### config.mk
export PLATFORM = sky130hd
export DESIGN_NAME = eth_tx_sched_flat
export DESIGN_NICKNAME = d
export VERILOG_FILES = /design/src/rtl/eth_tx_sched_if.sv /design/src/rtl/eth_tx_sched.sv /design/src/flat_wrapper.sv
export SDC_FILE = /design/constraint.sdc
export NUM_CORES = 1
export LEC_CHECK = 0
export ABC_AREA = 1
export BUFFER_PORTS_ARGS = -buffer_cell sky130_fd_sc_hd__buf_2
export CORE_MARGIN = 2
export CORE_UTILIZATION = 40
export CTS_BUF_LIST = sky130_fd_sc_hd__clkbuf_8
export CTS_CLUSTER_DIAMETER = 40
export CTS_CLUSTER_SIZE = 14
export DETAILED_ROUTE_END_ITERATION = 8
export HOLD_SLACK_MARGIN = 0.06
export PLACE_DENSITY = 0.74
export SYNTH_ARGS = -nofsm -noshare
export SYNTH_HDL_FRONTEND = slang
export SYNTH_SLANG_ARGS = --single-unit
### constraint.sdc
create_clock -name clk -period 2.19 [get_ports clk]
set_clock_uncertainty 0.05 [all_clocks]
set_input_delay 0.1095 -clock clk [delete_from_list [all_inputs] [get_ports clk]]
set_output_delay 0.1095 -clock clk [all_outputs]
set_load 0.02 [all_outputs]
### src/rtl/eth_tx_sched_if.sv
// eth_tx_sched_if: byte-stream handshake bundle. It carries one source
// stream (DW=8) or the FIFO write stream (DW=9, bit 8 = end of frame).
interface eth_tx_sched_if #(parameter int DW = 8);
  logic [DW-1:0] tdata;
  logic          tvalid;
  logic          tready;
  logic          tlast;

  modport master (output tdata, tvalid, tlast, input tready);
  modport slave  (input tdata, tvalid, tlast, output tready);
endinterface

### src/rtl/eth_tx_sched.sv
// eth_tx_sched: frame-level round-robin scheduler for the Ethernet TX FIFO
// write port. A frame is admitted only when the FIFO has room for a MAX_LEN
// frame. Frames longer than MAX_LEN are cut, and the rest of the frame is
// drained and dropped. The end-of-frame flag travels in FIFO bit 8.
// Optional macro ETH_TX_SCHED_STATS_EN adds the frame and truncation counters.
module eth_tx_sched #(
  parameter int MAX_LEN    = 1500,
  parameter int FIFO_DEPTH = 2048
) (
  input  logic                  clk,
  input  logic                  rst_n,
  eth_tx_sched_if.slave         s0_axis,
  eth_tx_sched_if.slave         s1_axis,
  eth_tx_sched_if.master        m_fifo_axis,
  input  logic [10:0]           fifo_wr_data_count,
  output logic                  busy,
  output logic                  grant,
  output logic                  trunc_err
`ifdef ETH_TX_SCHED_STATS_EN
  ,
  output logic [15:0]           frames0,
  output logic [15:0]           frames1,
  output logic [7:0]            trunc_cnt
`endif
);

  typedef enum logic [1:0] {IDLE, PASS, DROP} state_e;

  localparam logic [10:0] CNT_MAX   = 11'(MAX_LEN - 1);
  localparam logic [11:0] MAX_LEN12 = 12'(MAX_LEN);
  localparam logic [11:0] DEPTH12   = 12'(FIFO_DEPTH);

  state_e      state_q;
  logic        last_q, grant_q, busy_q, trunc_q;
  logic [10:0] cnt_q;

  logic [11:0] free;
  logic        room, req0, req1, gnt_d;
  logic        sel_vld, sel_last, sel_rdy, at_max, acc, done, trunc_ev;
  logic [7:0]  sel_data;

  // Admission: free space is only looked at while idle, so a granted frame
  // always has its MAX_LEN headroom.
  assign free  = DEPTH12 - {1'b0, fifo_wr_data_count};
  assign room  = free >= MAX_LEN12;
  assign req0  = s0_axis.tvalid;
  assign req1  = s1_axis.tvalid;
  // A tie goes to the source that was not served last.
  assign gnt_d = (req0 && req1) ? ~last_q : req1;

  assign sel_vld  = grant_q ? s1_axis.tvalid : s0_axis.tvalid;
  assign sel_last = grant_q ? s1_axis.tlast  : s0_axis.tlast;
  assign sel_data = grant_q ? s1_axis.tdata  : s0_axis.tdata;
  assign at_max   = (cnt_q == CNT_MAX);

  // Zero-latency routing of the granted source. DROP sinks bytes locally.
  always_comb begin
    m_fifo_axis.tdata  = '0;
    m_fifo_axis.tvalid = 1'b0;
    sel_rdy            = 1'b0;
    unique case (state_q)
      PASS: begin
        m_fifo_axis.tdata  = {sel_last | at_max, sel_data};
        m_fifo_axis.tvalid = sel_vld;
        sel_rdy            = m_fifo_axis.tready;
      end
      DROP:    sel_rdy = 1'b1;
      default: ;
    endcase
  end

  assign m_fifo_axis.tlast = m_fifo_axis.tdata[8];
  assign s0_axis.tready    = sel_rdy & ~grant_q;
  assign s1_axis.tready    = sel_rdy &  grant_q;

  assign acc      = sel_vld & sel_rdy;
  assign done     = acc & sel_last;
  assign trunc_ev = (state_q == PASS) & acc & ~sel_last & at_max;

  assign busy      = busy_q;
  assign grant     = grant_q;
  assign trunc_err = trunc_q;

  // Scheduler FSM: arbitrate in IDLE, forward in PASS, discard the tail in DROP.
  always_ff @(posedge clk or negedge rst_n) begin
    if (!rst_n) begin
      state_q <= IDLE;
      last_q  <= 1'b1;
      grant_q <= 1'b0;
      busy_q  <= 1'b0;
      trunc_q <= 1'b0;
      cnt_q   <= '0;
    end else begin
      unique case (state_q)
        IDLE: begin
          if (room && (req0 || req1)) begin
            grant_q <= gnt_d;
            cnt_q   <= '0;
            busy_q  <= 1'b1;
            state_q <= PASS;
          end
        end
        PASS: begin
          if (acc) begin
            cnt_q <= cnt_q + 11'd1;
            if (sel_last) begin
              last_q  <= grant_q;
              busy_q  <= 1'b0;
              state_q <= IDLE;
            end else if (at_max) begin
              trunc_q <= 1'b1;
              state_q <= DROP;
            end
          end
        end
        DROP: begin
          if (done) begin
            last_q  <= grant_q;
            busy_q  <= 1'b0;
            state_q <= IDLE;
          end
        end
        default: state_q <= IDLE;
      endcase
    end
  end

`ifdef ETH_TX_SCHED_STATS_EN
  // Wrapping statistics. Each counter steps on the same edge as the state exit.
  always_ff @(posedge clk or negedge rst_n) begin
    if (!rst_n) begin
      frames0   <= '0;
      frames1   <= '0;
      trunc_cnt <= '0;
    end else begin
      if (done && !grant_q) frames0 <= frames0 + 16'd1;
      if (done &&  grant_q) frames1 <= frames1 + 16'd1;
      if (trunc_ev)         trunc_cnt <= trunc_cnt + 8'd1;
    end
  end
`else
  logic unused_trunc_ev;
  assign unused_trunc_ev = trunc_ev;
`endif

endmodule

### src/flat_wrapper.sv
// flat-port wrapper written by rule: the top's interface ports become plain ports
module eth_tx_sched_flat 
#(
  parameter int MAX_LEN    = 1500,
  parameter int FIFO_DEPTH = 2048
)
  (clk, rst_n, fifo_wr_data_count, busy, grant, trunc_err, s0_axis_tdata, s0_axis_tvalid, s0_axis_tlast, s0_axis_tready, s1_axis_tdata, s1_axis_tvalid, s1_axis_tlast, s1_axis_tready, m_fifo_axis_tdata, m_fifo_axis_tvalid, m_fifo_axis_tlast, m_fifo_axis_tready);
  eth_tx_sched_if #(.DW(8)) s0_axis_i ();
  eth_tx_sched_if #(.DW(8)) s1_axis_i ();
  eth_tx_sched_if #(.DW(9)) m_fifo_axis_i ();
  input  logic clk;
  input  logic rst_n;
  input  logic [10:0] fifo_wr_data_count;
  output logic busy;
  output logic grant;
  output logic trunc_err;
  input wire logic [$bits(s0_axis_i.tdata)-1:0] s0_axis_tdata;
  input wire logic [$bits(s0_axis_i.tvalid)-1:0] s0_axis_tvalid;
  input wire logic [$bits(s0_axis_i.tlast)-1:0] s0_axis_tlast;
  output wire logic [$bits(s0_axis_i.tready)-1:0] s0_axis_tready;
  input wire logic [$bits(s1_axis_i.tdata)-1:0] s1_axis_tdata;
  input wire logic [$bits(s1_axis_i.tvalid)-1:0] s1_axis_tvalid;
  input wire logic [$bits(s1_axis_i.tlast)-1:0] s1_axis_tlast;
  output wire logic [$bits(s1_axis_i.tready)-1:0] s1_axis_tready;
  output wire logic [$bits(m_fifo_axis_i.tdata)-1:0] m_fifo_axis_tdata;
  output wire logic [$bits(m_fifo_axis_i.tvalid)-1:0] m_fifo_axis_tvalid;
  output wire logic [$bits(m_fifo_axis_i.tlast)-1:0] m_fifo_axis_tlast;
  input wire logic [$bits(m_fifo_axis_i.tready)-1:0] m_fifo_axis_tready;
  assign s0_axis_i.tdata = s0_axis_tdata;
  assign s0_axis_i.tvalid = s0_axis_tvalid;
  assign s0_axis_i.tlast = s0_axis_tlast;
  assign s0_axis_tready = s0_axis_i.tready;
  assign s1_axis_i.tdata = s1_axis_tdata;
  assign s1_axis_i.tvalid = s1_axis_tvalid;
  assign s1_axis_i.tlast = s1_axis_tlast;
  assign s1_axis_tready = s1_axis_i.tready;
  assign m_fifo_axis_tdata = m_fifo_axis_i.tdata;
  assign m_fifo_axis_tvalid = m_fifo_axis_i.tvalid;
  assign m_fifo_axis_tlast = m_fifo_axis_i.tlast;
  assign m_fifo_axis_i.tready = m_fifo_axis_tready;
  eth_tx_sched #(.MAX_LEN(MAX_LEN), .FIFO_DEPTH(FIFO_DEPTH)) u_core (.clk(clk), .rst_n(rst_n), .s0_axis(s0_axis_i), .s1_axis(s1_axis_i), .m_fifo_axis(m_fifo_axis_i), .fifo_wr_data_count(fifo_wr_data_count), .busy(busy), .grant(grant), .trunc_err(trunc_err));
endmodule
Word level (Yosys, flattened, before mapping)
Cells that the tools add are included.
- flip-flop bits (word level): 17
- latch bits: 0
- RAM bits: 0
- bits in read-only memories: 0
- input port bits: 34
- output and inout bits: 16
- word-level logic and storage cells: 63
- memories: 0
- add/subtract/negate cells: 2
- multiply operators: 0
- div/mod/pow operators: 0
- magnitude comparators: 1
- equality and inequality tests: 8
- shift operators: 0
- mux-type cells: 25
- bitwise operators: 8
- reductions and logical operators: 13
- operators by type and width (kind ; count):
    11-bit two-way mux ; 2
    11-bit one-hot mux with 2 select lines ; 1
    12-bit by 11-bit greater-or-equal comparator with 1-bit output (second input constant) ; 1
    4-bit AND reduction ; 3
    12-bit by 11-bit subtractor with 12-bit output (first input constant) ; 1
    11-bit by 1-bit adder with 11-bit output (second input constant) ; 1
    11-bit == test (second input constant) ; 1
    1-bit two-way mux ; 11
    2-bit two-way mux ; 5
    9-bit two-way mux ; 1
    8-bit two-way mux ; 1
    2-bit by 1-bit inequality test with 1-bit output (second input constant) ; 4
    2-bit one-hot mux with 3 select lines ; 1
    5-bit AND reduction ; 1
    1-bit AND ; 4
    1-bit one-hot mux with 2 select lines ; 2
    2-bit nonzero test ; 2
    3-bit by 1-bit inequality test with 1-bit output (second input constant) ; 1
    1-bit NOT ; 3
    1-bit one-hot mux with 3 select lines ; 1
    3-bit AND reduction ; 1
    3-bit nonzero test ; 1
    2-bit by 1-bit == test with 1-bit output (second input constant) ; 1
    2-bit == test (second input constant) ; 1
    other kinds (5) ; 6

Longest topological paths before layout
Gate-level depths: netlist of run 1.
- word-level depth: 6
- mapped depth: 11
- mapped depth without buffers: 11

Worst setup path before layout of run 1
OpenSTA, ideal clock, no wires.
- path kind: register -> output
- start point: register u_core.state_q[1]
- end point: output port m_fifo_axis_tdata[8]
- data arrival time: 1635 ps
- data required time: 2030 ps
- setup slack: 396 ps
- cell stages (with the launch flop): 7
- buffers on the path: 2
- path through: dfrtp_1 -> inv_1 -> ha_1 -> inv_1 -> buf_1 -> a31oi_1 -> buf_4
- word-level cells in the longest chain between the ends: 2
- RTL lines (what ; line ; text):
    start, declared ; eth_tx_sched.sv:33 ; state_e state_q;
    start signal, assigned ; eth_tx_sched.sv:87 ; state_q <= IDLE;
    start signal, assigned ; eth_tx_sched.sv:100 ; state_q <= PASS;
    start signal, assigned ; eth_tx_sched.sv:109 ; state_q <= IDLE;
    2-bit by 1-bit == test with 1-bit output ; n/a ;
    9-bit two-way mux ; eth_tx_sched.sv:61 ; unique case (state_q)
    end, declared ; flat_wrapper.sv:25 ; output wire logic [$bits(m_fifo_axis_i.tdata)-1:0] m_fifo_axis_tdata;
No other way between the ends.

Worst setup path after layout of run 1
- start point: register u_core.state_q[1]
- end point: register u_core.cnt_q[3]
- word-level cells in the longest chain between the ends: 5
- elaborated cells on any way between the ends: 10
- classes of those cells: 4 x eq/ne; 2 x mux; 1 x bitwise; 3 x reduce/logical
- RTL lines (what ; line ; text):
    2-bit == test or 2-bit by 1-bit == test with 1-bit output (tied branches) ; n/a ;
    1-bit one-hot mux with 2 select lines ; eth_tx_sched.sv:61 ;
    1-bit AND ; eth_tx_sched.sv:76 ; assign acc = sel_vld & sel_rdy;
    2-bit by 1-bit inequality test with 1-bit output (no source line) ; n/a ;
    3-bit AND reduction (no source line) ; n/a ;
    end signal, assigned ; eth_tx_sched.sv:105 ; cnt_q <= cnt_q + 11'd1;
    end, declared ; eth_tx_sched.sv:35 ; logic [10:0] cnt_q;
Parallel ways exist; a longest one is shown, timed or not.
A chain may end at the register's enable or synchronous reset.

==> results.json, run 1 <==
{
  "antenna_found_initial": 0,
  "fin_crit_sh": 0.883,
  "die_x_um": 62.9,
  "drv_slew": 0,
  "synth.top_cells.by_count": "59 x nand2_1, 37 x nor2_1, 18 x inv_1",
  "synth_nets": 249,
  "rsz0062_at_grt": "false",
  "path_clk_slew_ns": 0.07,
  "p_leak_nw": 0.887,
  "cts_tree": "yes",
  "ant_nets": 0,
  "fin_crit_ns": 1.93,
  "synthMostInstantiatedCell": "nand2_1",
  "initial_core_util": 0.416,
  "startpoint_type": "flip-flop",
  "die_h_um": 62.9,
  "portBuffers": 49,
  "cts_sinks": 17,
  "setup_viol": 0,
  "crit_arrival_ns": 2.03,
  "grt_max_degree": 18,
  "synth_area_um2": 1390,
  "synthCells": 211,
  "dieArea_um2": 3960,
  "fmax_mhz": 517,
  "hold_viol_final": 0,
  "vias": 1510,
  "synth_top_cell_by_area": "dfrtp_1",
  "finalSetupTns_ns": 0,
  "cp_max_fo": 12,
  "post-dp-hpwl_mm": 2.49,
  "endpoint_kind": "flip-flop",
  "ios": 50,
  "gp_congestion": 0.807,
  "synth_ff_type": "dfrtp_1",
  "firstDrtPassIters": 4,
  "ys_seq_elements": 17,
  "coreArea_um2": 3340,
  "grt_first_pass_wirelength_mm": 6.05,
  "synth_area_leaders": "dfrtp_1 29%, nand2_1 16%, nor2_1 10%",
  "cts_buffers": 3,
  "fin_ws_ns": 0.257,
  "tightest_slew_ns": 0.409,
  "htreeDepth": 1,
  "syn_avg_cell_area_um2": 6.58,
  "overflow": 0,
  "maxCapViolCount": 0,
  "critical_path_class": "flip-flop to flip-flop",
  "ys_warn_count": 0,
  "drc": 0,
  "grt_pass1_vias": 1448,
  "antenna_cells": 0,
  "via_per_inst": 4.95,
  "hold_path_class": "primary input to flip-flop",
  "syn_to_final_growth_pct": 22.9,
  "postCtsSetupBuffers": 0,
  "outcome": "completed",
  "synth.top_cell.area_share": 0.289,
  "pre_cts_slack_ns": 0.283,
  "peakVddDrop_uv": 666,
  "pwr_density_cell_nw_per_um2": 1040,
  "clock_latency_ns": 0.25,
  "drt_iter0_drc": 79,
  "synth_cell_types": 30,
  "clk_path_buf_depth": 2,
  "ys_seq_area_frac": 0.307,
  "crit_required_ns": 2.29,
  "grt_usage": 0.184,
  "routedWlPerCell_um": 10.9,
  "final_net_count": 298,
  "holdWs_ns": 0.0965,
  "finalWirelength_mm": 3.34,
  "maxSlewHeadroom": 0.727,
  "num_rows": 21,
  "async_reset_ff_frac": 1.00,
  "synth_enable_flop_cells": 0,
  "cts-root-buf": "clkbuf_8",
  "layout-drive-gt1-share": 0.282
}
==> area by class of cell <==
| cell class | instances | area (um2) |
|---|---|---|
| Multi-Input combinational cell | 165 | 820 |
| Sequential cell | 17 | 427 |
| Inverter | 19 | 71.3 |
| Clock buffer | 3 | 41.3 |
| Tap cell | 46 | 57.6 |
| Fill cell | 353 | 1630 |
| Timing Repair Buffer | 54 | 285 |
| Clock inverter | 1 | 3.75 |
==> metrics by stage <==
stage | power, mW | std cells | area, um2 | utilization
2_1_floorplan | 1.28 | 211 | 1390 | -
3_3_place_gp | 1.51 | 300 | 1650 | 0.495
3_5_place_dp | 1.54 | 300 | 1650 | 0.495
4_1_cts | 1.78 | 305 | 1710 | 0.511
5_1_grt | 1.93 | 305 | 1710 | 0.511
6_report | 1.77 | 305 | 1710 | 0.511
==> timing repair <==
action | CTS | global route
hold buffers | 1 | 0
resized for setup | 0 | 0
hold endpoints to repair | 17 | 0
setup endpoints to repair | 0 | 0
==> cells in the final DEF (no fill, tap or decap) <==
master / instances
a21oi_1: 4
a21oi_4: 1
a31oi_1: 1
buf_2: 49
buf_4: 4
clkbuf_8: 3
dfrtp_1: 16
dfstp_2: 1
dlygate4sd3_1: 1
ha_1: 4
inv_1: 19
inv_2: 1
nand2_1: 59
nand2_2: 8
nand3_1: 9
nand3_2: 2
nand4_1: 16
nor2_1: 37
nor2_2: 2
nor3_1: 2
nor3_2: 1
nor3b_1: 1
o21ai_0: 10
o21ai_1: 1
o21ai_2: 1
o21bai_1: 2
o22ai_1: 1
xnor2_1: 2
xor2_1: 1
==> report_power, final <==
| group | leakage [nW] | switching [mW] | internal, mW | total [mW] |
|---|---|---|---|---|
| Sequential | 0.224 | 0.0774 | 0.382 | 0.460 |
| Clock | 0.0269 | 0.111 | 0.125 | 0.236 |
| Combinational | 0.635 | 0.735 | 0.341 | 1.08 |
| Total | 0.887 | 0.924 | 0.848 | 1.77 |
==> metal layers <==
layer	share of wire	global-route usage
met4	0.0060	0.0417
met3	0.040	0.0432
met2	0.51	0.336
met1	0.45	0.216
met5	0	0
==> cell families after synthesis <==
family / Yosys count / synth area share
fa+ha+maj: 4 / 0.0361
simple gates: 137 / 0.444
xor+xnor: 3 / 0.0189
flops: 17 / 0.307
compound gates: 21 / 0.0920
buf+inv: 29 / 0.102
==> worst paths after layout <==
path                                         to               from  depth (start not counted)  slack, ns
worst max-delay path            u_core.cnt_q[3]  u_core.state_q[1]                          9       0.26
worst min-delay path               u_core.grant     s0_axis_tvalid                          4        0.1
worst max register to register  u_core.cnt_q[3]  u_core.state_q[1]                          9       0.26
worst min register to register      u_core.busy        u_core.busy                          2       0.42
max in group asynchronous         u_core.last_q              rst_n                          2       1.51
min in group asynchronous       u_core.cnt_q[3]              rst_n                          2       0.26
==> worst max-delay path: stages (launching register included) <==
cell	delay [ns]
dfrtp_1	0.39
inv_1	0.09
ha_1	0.29
nand2_2	0.10
a21oi_4	0.19
nand2_2	0.07
nand2_2	0.20
nand3_2	0.27
nand2_1	0.13
nand2_1	0.05
==> state kept, by name, indices dropped and copies added, names as in the netlist <==
| signal | cells |
|---|---|
| u_core.cnt_q | 11 |
| u_core.state_q | 2 |
| u_core.busy | 1 |
| u_core.grant | 1 |
| u_core.last_q | 1 |
| u_core.trunc_err | 1 |
Note: power is estimated with default switching activity, not from simulation.
==> inputs of run 2 (changes only) <==
Settings changed: ABC_AREA 1 to default, CELL_PAD_IN_SITES_DETAIL_PLACEMENT from default to 1, CELL_PAD_IN_SITES_GLOBAL_PLACEMENT from default to 2, CORE_UTILIZATION 40 to 27, PLACE_DENSITY 0.74 to 0.88.
==> run 2 against run 1 <==
Against the previous run:
- clock-buffer cell count stayed put
- highest routed layer unchanged
- final cell count down 21%
- hold slack lost 0.014 ns
- setup slack lost 0.15 ns
- critical path depth shrank 1
- synthesized cell count decreased by 36%
- register-to-register slack got worse by 0.15 ns
- wire length is 12% higher
- maximum frequency fell by 7.0%
- cell area is 8.0% lower
==> results.json, run 2 <==
{
  "cp_max_fo": 8,
  "grtUsageMet1": 0.172,
  "syn_avg_cell_area_um2": 8.54,
  "use_met2": 0.301,
  "drt_iter0_drc": 37,
  "synth_fa_ha_area_frac": 0.0431,
  "overflow": 0,
  "syn_to_final_growth_pct": 35.1,
  "portBuffers": 49,
  "cts_buffers": 3,
  "htreeDepth": 1,
  "layout-drive-gt1-share": 0.359,
  "outcome": "completed",
  "busiest_layer": "met2",
  "final_net_count": 231,
  "yosys.area_share.xor_xnor": 0.00754,
  "synth_area_leaders": "dfrtp_1 34%, mux2i_1 7.8%, o21ai_0 6.0%",
  "synth_top_cell_by_area": "dfrtp_1",
  "antenna_cells": 0,
  "cts-root-buf": "clkbuf_8",
  "via_per_inst": 5.24,
  "async_reset_ff_frac": 1.00,
  "muxShareOfSynthArea": 0.109,
  "path_clk_slew_ns": 0.08,
  "finalWirelength_mm": 3.73,
  "critical_path_class": "flip-flop to flip-flop",
  "cts_tree": "yes",
  "drc": 0,
  "synth_enable_flop_cells": 0,
  "endpoint_kind": "flip-flop",
  "ys_warn_count": 0,
  "fmax_mhz": 481,
  "drv_slew": 0,
  "rsz0062_at_grt": "true",
  "ys_seq_elements": 17,
  "synth_cell_types": 34,
  "ios": 50,
  "pre_cts_slack_ns": 0.105,
  "synth.top_cells.by_count": "16 x dfrtp_1, 16 x nor2_1, 14 x o21ai_0",
  "cts_sinks": 17,
  "grt_usage": 0.158,
  "ys_seq_area_frac": 0.367,
  "total_power_mw": 1.80,
  "hold_path_class": "primary input to flip-flop",
  "antenna_found_initial": 0,
  "synth_area_um2": 1160,
  "maxCapViolCount": 0,
  "vias": 1267,
  "dieArea_um2": 4840,
  "finalSetupTns_ns": 0,
  "synth_compound_area_frac": 0.221,
  "setup_viol": 0,
  "peakVddDrop_uv": 462,
  "synth_nets": 174,
  "die_x_um": 69.6,
  "synthCells": 136,
  "p_leak_nw": 0.752,
  "maxSlewHeadroom": 0.578,
  "synth_simple_gate_area_frac": 0.197,
  "largest_registers": "u_core.cnt_q: 11 flops, u_core.state_q: 2 flops",
  "synth_ff_type": "dfrtp_1",
  "clock_latency_ns": 0.26,
  "firstDrtPassIters": 3,
  "grt_pass1_vias": 1420,
  "grt_max_degree": 18,
  "crit_required_ns": 2.32,
  "die_h_um": 69.6,
  "fin_crit_sh": 0.949,
  "startpoint_type": "flip-flop",
  "largest_reg_flops": 11,
  "synth_top_family_by_area": "compound AO/OA/AOI/OAI gates",
  "pwr_density_cell_nw_per_um2": 1150,
  "crit_arrival_ns": 2.20,
  "routedWlPerCell_um": 15.4,
  "ant_nets": 0,
  "num_rows": 23,
  "fin_ws_ns": 0.111,
  "post-dp-hpwl_mm": 2.95,
  "top_register": "u_core.cnt_q",
  "coreArea_um2": 4060,
  "initial_core_util": 0.286,
  "tightest_slew_ns": 0.633,
  "grt_util_met3": 0.0378,
  "synth.top_cell.area_share": 0.345,
  "clk_path_buf_depth": 2,
  "hold_viol_final": 0,
  "final_common_cell": "buf_2",
  "fin_crit_ns": 2.08,
  "grt_first_pass_wirelength_mm": 6.24,
  "gp_congestion": 0.814,
  "layout_common_cells": "50 x buf_2, 16 x nor2_1, 16 x dfrtp_1"
}
run 2: cell count changes after synthesis, moves of 3 or more:
cell     previous run  this run
o31ai_1             0         4
or3_1               0         6
nand2_1            59        10
nand3_1             9         2
nor2_1             37        16
nand2_2             8         0
a21oi_1             4        10
inv_1              18         7
o31a_1              0         3
mux2i_1             0         9
o21ai_0            10        14
nand4_1            16         4
run 2: repair_timing:
action,4_1_cts,5_1_grt
hold endpoints to repair,17,0
endpoints found under the setup margin,0,6
buffers inserted,0,3
gates resized for setup,0,2
hold buffers,1,0
run 2: area by class of cell:
cell class              instances  area (um2)
inverters                       7        26.3
clock buffers                   3        41.3
flip-flops and latches         17         427
well taps                      50        62.6
repair buffers                 59         320
multi-input cells             105         684
fillers                       504        2490
clock inverters                 1        7.51
run 2: layer usage:
| layer | vias up | share of wire | wire length (um) |
|---|---|---|---|
| met4 | 0 | 0.0072 | 27 |
| met1 | 614 | 0.42 | 1580 |
| met3 | 4 | 0.044 | 164 |
| li1 | 607 | - | - |
| met5 | - | 0 | 0 |
| met2 | 42 | 0.53 | 1960 |
run 2: through the flow:
step	hold slack, ns	std cells	util	area, um2
floorplan	-0.236	136	-	1160
global placement	0.00704	234	0.364	1480
detailed placement	0.0217	234	0.364	1480
CTS	0.0732	239	0.378	1540
global route	0.111	242	0.387	1570
finish	0.0823	242	0.387	1570
run 2: logic make-up (layout without fill, tap and decap cells):
| kind of cell | Yosys count | count (layout) |
|---|---|---|
| muxes | 12 | 12 |
| buffers and inverters | 14 | 70 |
| xor gates and xnor gates | 1 | 1 |
| DFF | 17 | 17 |
| adders and majority gates | 4 | 4 |
| and+or+nand+nor | 47 | 47 |
| AOI/OAI and AO/OA | 41 | 41 |
run 2: report_power, final:
group	leakage [nW]	total (mW)	internal, mW	switching, mW
clock network	0.0217	0.247	0.128	0.118
logic	0.513	1.02	0.399	0.623
registers	0.217	0.529	0.423	0.106
total	0.752	1.80	0.950	0.847
run 2: final timing paths:
path | cells past startpoint | to | from | slack [ns]
hold reg to reg | 2 | u_core.trunc_err | u_core.trunc_err | 0.46
hold / removal | 3 | u_core.grant | s1_axis_tvalid | 0.08
min in group asynchronous | 2 | u_core.cnt_q[10] | rst_n | 0.27
max in group asynchronous | 2 | u_core.last_q | rst_n | 1.49
setup reg to reg | 8 | u_core.cnt_q[3] | u_core.state_q[0] | 0.11
setup / recovery | 8 | u_core.cnt_q[3] | u_core.state_q[0] | 0.11
run 2: worst max-delay path: stages, from the launching register on:
cell and delay [ns]:
dfrtp_1 0.38, inv_1 0.08, ha_1 0.32, o21ai_0 0.11, o21ai_2 0.23, o21ai_4 0.13
buf_4 0.18, or3_1 0.35, a21oi_1 0.16
==> inputs of run 3 (changes only) <==
Settings changed: CELL_PAD_IN_SITES_DETAIL_PLACEMENT 1 to 0, CELL_PAD_IN_SITES_GLOBAL_PLACEMENT 2 to 1, CORE_UTILIZATION 27 to 35, PLACE_DENSITY 0.88 to 0.89.
==> run 3 against run 2 <==
Against the previous run:
- sequential share of layout area grew 0.11 points
- via count shrank 1.3%
- wire length shrank 18%
- total power shrank 0.77%
- clock-buffer cell count is the same
- critical path type unchanged
- largest cell class unchanged
- largest power group unchanged
==> results.json, run 3 (synthesis gave the netlist of run 2 again) <==
{
  "gp_congestion": 0.836,
  "ios": 50,
  "fin_crit_sh": 0.942,
  "clock_latency_ns": 0.26,
  "hold_path_class": "primary input to flip-flop",
  "cts_buffers": 3,
  "crit_arrival_ns": 2.15,
  "post_dp_cell_area_um2": 1480,
  "grt_usage": 0.183,
  "die_x_um": 61.6,
  "coreArea_um2": 3100,
  "rsz0062_at_grt": "false",
  "portBuffers": 49,
  "place_inst": 229,
  "grt_max_degree": 18,
  "initial_core_util": 0.374,
  "drt_iter0_drc": 56,
  "overflow": 0,
  "top_register": "u_core.cnt_q",
  "largest_reg_flops": 11,
  "cp_max_fo": 11,
  "cts_tree": "yes",
  "routedWlPerCell_um": 13.0,
  "final_net_count": 232,
  "layout_common_cells": "49 x buf_2, 16 x nor2_1, 16 x dfrtp_1",
  "holdWs_ns": 0.0844,
  "rr_startpoint": "u_core.state_q[0]",
  "outcome": "completed",
  "path_clk_slew_ns": 0.06,
  "pwr_density_cell_nw_per_um2": 1140,
  "die_h_um": 61.6,
  "maxCapViolCount": 0,
  "finalWirelength_mm": 3.07,
  "hold_viol_final": 0,
  "drv_slew": 0,
  "drc": 0,
  "post-dp-hpwl_mm": 2.43,
  "ant_nets": 0,
  "layout.cells.non_filler": 237,
  "critical_path_class": "flip-flop to flip-flop",
  "setup_viol": 0,
  "finalSetupTns_ns": 0,
  "maxSlewHeadroom": 0.636,
  "antenna_cells": 0,
  "reg2reg_to": "u_core.state_q[0]",
  "dieArea_um2": 3790,
  "fin_crit_ns": 2.06,
  "grt_first_pass_wirelength_mm": 5.10,
  "via_per_inst": 5.28,
  "ff2ff_setup_slack_ns": 0.13,
  "largest_registers": "u_core.cnt_q: 11 flops, u_core.state_q: 2 flops",
  "cts_sinks": 17,
  "whs_path_depth": 3,
  "p_leak_nw": 0.761,
  "fin_area_um2": 1560,
  "fin_ws_ns": 0.126,
  "clk_path_buf_depth": 2,
  "worstHoldStart": "s1_axis_tvalid",
  "tightest_slew_ns": 0.545,
  "fmax_mhz": 485,
  "fillers": 323,
  "antenna_found_initial": 0,
  "num_rows": 20,
  "holdPathEnd": "u_core.grant",
  "post-route-util": 0.504,
  "firstDrtPassIters": 4,
  "grt_pass1_vias": 1172,
  "crit_required_ns": 2.28,
  "syn_to_final_growth_pct": 34.6,
  "startpoint_type": "flip-flop",
  "total_power_mw": 1.78,
  "cts-root-buf": "clkbuf_8",
  "layout-drive-gt1-share": 0.358,
  "final_common_cell": "buf_2",
  "htreeDepth": 1,
  "vias": 1251,
  "pre_cts_slack_ns": 0.113,
  "peakVddDrop_uv": 645,
  "endpoint_kind": "flip-flop",
  "r2r_cells": 7
}
==> run 3: cell types whose count changed in the layout (fill, tap and decap cells not counted) <==
cell,change
buf_4,+2
clkinv_2,+1
buf_2,-1
a311oi_1,+1
clkinvlp_4,-1
a311oi_2,-1
==> run 3: worst max-delay path, stage by stage, from the launching register on <==
cell	delay, ns
dfrtp_1	0.38
inv_1	0.07
ha_1	0.33
o21ai_0	0.11
o21ai_2	0.20
o21ai_4	0.14
a311oi_1	0.30
mux2_2	0.37
==> run 3: what timing repair did <==
action	CTS	global route
setup endpoints to repair	0	5
gates resized for setup	0	1
setup buffers	0	3
hold buffers	1	0
hold endpoints to repair	17	0
==> run 3: report_power, final <==
part | internal (mW) | switching [mW]
Sequential | 0.423 | 0.103
Combinational | 0.419 | 0.599
Clock | 0.126 | 0.113
Total | 0.968 | 0.815
==> run 3: how the worst max path moves through the flow <==
stage | from | endpoint | slack, ns
after global routing | u_core.state_q[0] | u_core.cnt_q[1] | 0.01
after floorplan | u_core.state_q[1] | u_core.state_q[0] | 0.18
after global placement | u_core.state_q[0] | u_core.state_q[0] | 0.21
final | u_core.state_q[0] | u_core.state_q[0] | 0.13
after detailed placement | u_core.state_q[0] | u_core.state_q[0] | 0.11
after CTS | u_core.state_q[0] | u_core.state_q[0] | 0.10
==> run 3: layout make-up <==
type                            instances  area (um2)  share of cell area
Multi-Input combinational cell        105         678               0.434
Sequential cell                        17         427               0.273
Timing Repair Buffer                   60         330               0.211
Tap cell                               44        55.1              0.0352
Clock buffer                            3        41.3              0.0264
Inverter                                7        26.3              0.0168
Clock inverter                          1        5.00             0.00320
==> run 3: layer usage <==
layer | routed length, um | vias to the layer above | global-route usage
met3 | 173 | 5 | 0.0441
met4 | 30 | 0 | 0.0456
met5 | 0 | - | 0
met1 | 1280 | 587 | 0.206
li1 | - | 613 | -
met2 | 1590 | 46 | 0.343
